<file path="config.mk">
export PLATFORM = sky130hd
export DESIGN_NAME = accum_requant_unit
export DESIGN_NICKNAME = d
export VERILOG_FILES = /design/src/rtl/accel_pkg.sv /design/src/rtl/accum_lane.sv /design/src/rtl/accum_requant_unit.sv
export SDC_FILE = /design/constraint.sdc
export NUM_CORES = 2
export LEC_CHECK = 0
export ABC_AREA = 1
export CORE_ASPECT_RATIO = 1.2
export CORE_MARGIN = 5
export CORE_UTILIZATION = 33
export DETAILED_ROUTE_END_ITERATION = 8
export DONT_BUFFER_PORTS = 1
export GPL_ROUTABILITY_DRIVEN = 0
export HOLD_SLACK_MARGIN = 0.1
export PLACE_DENSITY = 0.51
export SYNTH_ARGS = -nofsm -noshare
export SYNTH_HDL_FRONTEND = slang
export SYNTH_SLANG_ARGS = --single-unit
</file>
<file path="constraint.sdc">
create_clock -name clk -period 5.4 [get_ports clk]
set_input_delay 0.81 -clock clk [delete_from_list [all_inputs] [get_ports clk]]
set_output_delay 0.81 -clock clk [all_outputs]
set_load 0.03 [all_outputs]
</file>
<file path="src/rtl/accel_pkg.sv">
// ============================================================================
// Module : accel_pkg
// Brief  : Shared FSM state encoding and lane helpers for the accumulator stage.
// Rev    : 1.0
// ============================================================================
`default_nettype none

package accel_pkg;

    typedef enum logic [2:0] {
        IDLE      = 3'd0,
        ACCUM     = 3'd1,
        REQUANT   = 3'd2,
        KICK      = 3'd3,
        WAIT_DONE = 3'd4
    } state_t;

    // Saturation bounds for the default 16-bit lane width.
    localparam int SAT_MAX_DW16 = 32767;
    localparam int SAT_MIN_DW16 = -32768;

    // Bit offset of lane 'lane' inside a packed vector of 'width'-bit lanes.
    function automatic int lane_lsb(input int lane, input int width);
        return lane * width;
    endfunction

endpackage

`default_nettype wire

</file>
<file path="src/rtl/accum_lane.sv">
// ============================================================================
// Module : accum_lane
// Brief  : One signed accumulator lane with arithmetic shift and saturation.
// Rev    : 1.0
// ============================================================================
`default_nettype none

module accum_lane #(
    parameter int DATA_WIDTH  = 16,
    parameter int ACC_WIDTH   = 32,
    parameter int SHIFT_WIDTH = 5
) (
    input  logic                   clk,
    input  logic                   reset_n,
    input  logic                   clear,
    input  logic                   add,
    input  logic [DATA_WIDTH-1:0]  lane_in,
    input  logic [SHIFT_WIDTH-1:0] shift,
    output logic [DATA_WIDTH-1:0]  lane_out,
    output logic                   lane_sat
);

    localparam logic signed [ACC_WIDTH-1:0] C_MAX =
        {{(ACC_WIDTH-DATA_WIDTH+1){1'b0}}, {(DATA_WIDTH-1){1'b1}}};
    localparam logic signed [ACC_WIDTH-1:0] C_MIN = ~C_MAX;

    logic signed [ACC_WIDTH-1:0] r_acc;
    logic signed [ACC_WIDTH-1:0] w_shifted;

    always_ff @(posedge clk or negedge reset_n) begin
        if (!reset_n) begin
            r_acc <= '0;
        end else if (clear) begin
            r_acc <= '0;
        end else if (add) begin
            r_acc <= r_acc + {{(ACC_WIDTH-DATA_WIDTH){lane_in[DATA_WIDTH-1]}}, lane_in};
        end
    end

    // Arithmetic shift rounds toward -inf; clamp to the signed lane range.
    always_comb begin
        w_shifted = r_acc >>> shift;
        lane_sat  = 1'b0;
        lane_out  = w_shifted[DATA_WIDTH-1:0];
        if (w_shifted > C_MAX) begin
            lane_out = C_MAX[DATA_WIDTH-1:0];
            lane_sat = 1'b1;
        end else if (w_shifted < C_MIN) begin
            lane_out = C_MIN[DATA_WIDTH-1:0];
            lane_sat = 1'b1;
        end
    end

endmodule

`default_nettype wire

</file>
<file path="src/rtl/accum_requant_unit.sv">
// ============================================================================
// Module : accum_requant_unit
// Brief  : Multi-beat lane accumulation, requantisation and activation kick-off.
// Rev    : 1.0
// ============================================================================
`default_nettype none

module accum_requant_unit
    import accel_pkg::*;
#(
    parameter int NUM_ELEMENTS = 16,
    parameter int DATA_WIDTH   = 16,
    parameter int ACC_WIDTH    = 32,
    parameter int PASS_WIDTH   = 8,
    parameter int SHIFT_WIDTH  = 5
) (
    input  logic                               clk,
    input  logic                               reset_n,
    input  logic                               cfg_start,
    input  logic [PASS_WIDTH-1:0]              cfg_pass_count,
    input  logic [SHIFT_WIDTH-1:0]             cfg_shift,
    input  logic                               in_valid,
    output logic                               in_ready,
    input  logic [NUM_ELEMENTS*DATA_WIDTH-1:0] in_data,
    output logic                               act_start,
    input  logic                               act_done,
    output logic [NUM_ELEMENTS*DATA_WIDTH-1:0] out_data,
    output logic                               busy,
    output logic                               sat_flag
);

    localparam logic [PASS_WIDTH-1:0] C_ONE = PASS_WIDTH'(1);

    state_t                             r_state;
    state_t                             w_next_state;
    logic [PASS_WIDTH-1:0]              r_count;
    logic [PASS_WIDTH-1:0]              r_pass;
    logic [SHIFT_WIDTH-1:0]             r_shift;
    logic [NUM_ELEMENTS*DATA_WIDTH-1:0] r_out_data;
    logic                               r_sat_flag;
    logic [NUM_ELEMENTS*DATA_WIDTH-1:0] w_lane_bus;
    logic [NUM_ELEMENTS-1:0]            w_lane_sat;
    logic                               w_clear;
    logic                               w_add;
    logic                               w_last;

    assign w_clear = (r_state == IDLE) && cfg_start;
    assign w_add   = (r_state == ACCUM) && in_valid;
    assign w_last  = (r_count == (r_pass - C_ONE));

    always_ff @(posedge clk or negedge reset_n) begin
        if (!reset_n) begin
            r_state <= IDLE;
        end else begin
            r_state <= w_next_state;
        end
    end

    always_comb begin
        w_next_state = r_state;
        case (r_state)
            IDLE:      if (cfg_start) w_next_state = ACCUM;
            ACCUM:     if (in_valid && w_last) w_next_state = REQUANT;
            REQUANT:   w_next_state = KICK;
            KICK:      w_next_state = WAIT_DONE;
            WAIT_DONE: if (act_done) w_next_state = IDLE;
            default:   w_next_state = IDLE;
        endcase
    end

    always_ff @(posedge clk or negedge reset_n) begin
        if (!reset_n) begin
            r_count    <= '0;
            r_pass     <= C_ONE;
            r_shift    <= '0;
            r_out_data <= '0;
            r_sat_flag <= 1'b0;
        end else begin
            if (w_clear) begin
                r_pass     <= (cfg_pass_count == '0) ? C_ONE : cfg_pass_count;
                r_shift    <= cfg_shift;
                r_count    <= '0;
                r_sat_flag <= 1'b0;
            end
            if (w_add) begin
                r_count <= r_count + C_ONE;
            end
            // out_data stays frozen outside REQUANT; downstream reads it serially.
            if (r_state == REQUANT) begin
                r_out_data <= w_lane_bus;
                r_sat_flag <= r_sat_flag | (|w_lane_sat);
            end
        end
    end

    for (genvar gi = 0; gi < NUM_ELEMENTS; gi++) begin : g_lane
        accum_lane #(
            .DATA_WIDTH  (DATA_WIDTH),
            .ACC_WIDTH   (ACC_WIDTH),
            .SHIFT_WIDTH (SHIFT_WIDTH)
        ) u_lane (
            .clk      (clk),
            .reset_n  (reset_n),
            .clear    (w_clear),
            .add      (w_add),
            .lane_in  (in_data[lane_lsb(gi, DATA_WIDTH) +: DATA_WIDTH]),
            .shift    (r_shift),
            .lane_out (w_lane_bus[lane_lsb(gi, DATA_WIDTH) +: DATA_WIDTH]),
            .lane_sat (w_lane_sat[gi])
        );
    end

    assign in_ready  = (r_state == ACCUM);
    assign act_start = (r_state == KICK);
    assign busy      = (r_state != IDLE);
    assign out_data  = r_out_data;
    assign sat_flag  = r_sat_flag;

endmodule

`default_nettype wire
</file>
==> qor.csv <==
metric,value,unit
status,"complete, no violations",
Clock Sinks,793,
Yosys warnings,0,
CP max stage delay,750,ps
Yosys top cell area share,24.1,%
Routed WL,368000,um
H-Tree Depth,3,
total gr overflow,0,
worst path cell trace,"inv_8, buf_4, nand2_1, nand2_1, nand2_1, nand2_1, nand2_1, nand2_1, nand4_1, nor2_1, nand2_1, nand2_1, nand2_1, nor2_1, nand2_1, nor2_1, nand3_1, nand2_1, inv_1",
drt first-iter violations,8773,
sequential element share of the synthesized area,24.1,%
"top cells by area, synth","dfrtp_1 24%, nand2_1 18%, o21ai_0 8.1%",
"FFs w/ async S/R, synth",100,%
CTS tree,yes,
Main synth FF type,dfrtp_1,
Placed Instance Area,84700,um^2
unrepaired setup endpoints after global routing,no,
I/O Pins,534,
hpwl dp,286000,um
Hold Path Origin,cfg_pass_count[2],
# DRC,0,
Die X,466,um
leak pwr,42.8,nW
cells after synthesis,13300,
die area,259000,um^2
Syn Std Cell Area,82200,um^2
clk root buf,clkbuf_16,
final hold slack,163,ps
WL per Instance,22.7,um
Pre-Repair DR Iteration Count,8,
pwr/cell area,762,nW/um^2
Max IR drop VDD,0.000689,V
clock transition at the registers of the reported paths,60,ps
critical path's slowest cell,dfrtp_4,
Pins Over Slew Limit,0,
CP Data Arrival Time,4810,ps
Final Hold Viols,0,
Hold Crit Class,input pin to register,
final core occ,35.7,%
endpoint type of the worst setup path,register,
commonest cells in the synthesized netlist,"3992 x nand2_1, 1326 x o21ai_0, 1282 x nand3_1",
maxcap violations,0,
worst-margin pin slew,1390,ps
vias per cell,5.59,
skew final,42.8,ps
cell with the most instances after synthesis,nand2_1,
Final Setup Violations,0,
DIE HEIGHT,557,um
Final ANT Viol Nets,0,
starting density of the core,33.2,%
Startpoint Class,register,
Avg Inst Size Synth,6.17,um^2
PortBufs,0,
syn nets,14100,
Worst R2R Start,r_shift[1]$_DFFE_PN0P_,
Peak Freq,241,MHz
cell taking the most area after synthesis,dfrtp_1,
FF-to-FF End,sat_flag$_DFFE_PN0P_,
Period minus WS final,4150,ps
worst-path fanout max,55,
crit share post-route,76.8,%
final instance area,88500,um^2
first-pass GRT wire length,545000,um
Worst-Skew Late Latency,770,ps
vias in the first global route,84100,
Worst Hold Path EP,r_pass[2]$_DFFE_PN0P_,
"FF+latch count, synth",793,
"most used cell, CP",nand2_1,
via count,90700,
WS Path Type,register to register,
gr usage total,27.2,%
nets,13700,
Synth cell types,60,
Rows,200,
largest net degree at the start of global routing,208,
flop-to-flop setup slack,1250,ps
Crit path required time,6060,ps
Post-synth EDFFs,0,
max_slew headroom,7.38,%
share of cells above drive strength 1,2.60,%
worst-case reg-to-reg path depth,19,
setup_tns,0,ps
total power,67.4,mW
cell depth of the worst min-delay path,2,
initial antenna violation count,84,
Num CTS Buffers,102,
area grow syn2layout,7.62,%
Longest Clk Path Bufs,3,
CORE AREA,248000,um^2
[per-stage QoR]
step                      instances  setup slack [ps]
final                         16200              1250
after detailed placement      16000              1300
after floorplan               13300              2450
after global placement        16000              1260
after CTS                     16200              1280
after global routing          16200               951
[cells in the final DEF (no fill, tap or decap), drive strengths merged, types with 11 or more instances in the layout]
| cell type | instances |
|---|---|
| a211oi | 21 |
| a21boi | 13 |
| a21o | 37 |
| a21oi | 1071 |
| a221oi | 11 |
| a22o | 106 |
| a22oi | 17 |
| a31oi | 174 |
| and2 | 21 |
| buf | 110 |
| bufinv | 18 |
| clkbuf | 133 |
| clkinv | 23 |
| dfrtp | 792 |
| diode | 33 |
| fa | 16 |
| ha | 498 |
| inv | 1084 |
| mux2i | 143 |
| nand2 | 3999 |
| nand3 | 1283 |
| nand3b | 15 |
| nand4 | 52 |
| nor2 | 1142 |
| nor3 | 38 |
| nor4 | 16 |
| o2111ai | 16 |
| o211ai | 207 |
| o21a | 58 |
| o21ai | 1352 |
| o21bai | 30 |
| o221ai | 61 |
| o22ai | 189 |
| o311ai | 13 |
| o31ai | 77 |
| xor2 | 85 |
[timing repair]
item	in CTS	in global routing
setup endpoints to repair	0	0
hold buffers	1	0
endpoints found under the hold margin	15	0
gates resized for setup	0	0
setup buffers	0	0
[worst max path at each step]
stage,end,cells past startpoint,start,slack [ps]
2_1_floorplan,g_lane[14].u_lane.r_acc[18]$_DFFE_PN0P_,16,in_data[224],2450
3_3_place_gp,sat_flag$_DFFE_PN0P_,19,r_shift[1]$_DFFE_PN0P_,1260
3_5_place_dp,sat_flag$_DFFE_PN0P_,19,r_shift[1]$_DFFE_PN0P_,1300
4_1_cts,sat_flag$_DFFE_PN0P_,19,r_shift[1]$_DFFE_PN0P_,1280
5_1_grt,sat_flag$_DFFE_PN0P_,19,r_shift[1]$_DFFE_PN0P_,950
6_report,sat_flag$_DFFE_PN0P_,19,r_shift[1]$_DFFE_PN0P_,1250
[where the power goes]
group          switching, mW  internal, mW
clock                   3.17          4.62
sequential              5.91          8.45
combinational           31.6          13.6
[critical path, delay by kind of cell, from the launching register on]
family                 cells  cell delay, ps
and+or+nand+nor           16            2230
buffers and inverters      3             910
DFF                        1             750
[cells by family (layout without fill, tap and decap cells)]
family / count (synthesis) / in the layout / synth area share (%)
xor gates and xnor gates: 90 / 90 / 0.959
adders and majority gates: 514 / 514 / 7.97
DFF: 793 / 793 / 24.1
muxes: 143 / 143 / 1.74
buffers and inverters: 1744 / 1379 / 8.67
other: 0 / 33 / 0
and+or+nand+nor: 6572 / 6572 / 32.4
AOI/OAI and AO/OA: 3467 / 3467 / 24.1
[flip-flops by register name (all words and copies together), names as in the netlist]
| register | flops |
|---|---|
| r_pass | 8 |
| r_shift | 5 |
| g_lane.u_lane.r_acc | 512 |
| sat_flag | 1 |
| out_data | 256 |
| r_count | 8 |
| r_state | 3 |
[routing by layer]
metal	global-route usage (%)	up-vias	wire length [um]
li1	-	44600	-
met1	40.1	42400	176000
met4	5.48	92	7610
met5	0	-	586
met2	37.9	3112	143000
met3	9.44	419	40000
[cell type report]
cell class	instances	area, um^2
Fill cell	27600	159000
Multi-Input combinational cell	10800	55300
Sequential cell	793	19900
Inverter	1078	4100
Tap cell	3232	4040
Clock buffer	133	2880
Timing Repair Buffer	111	1410
Clock inverter	57	821
Antenna cell	33	82.6
Note: power is estimated with default switching activity, not from simulation.
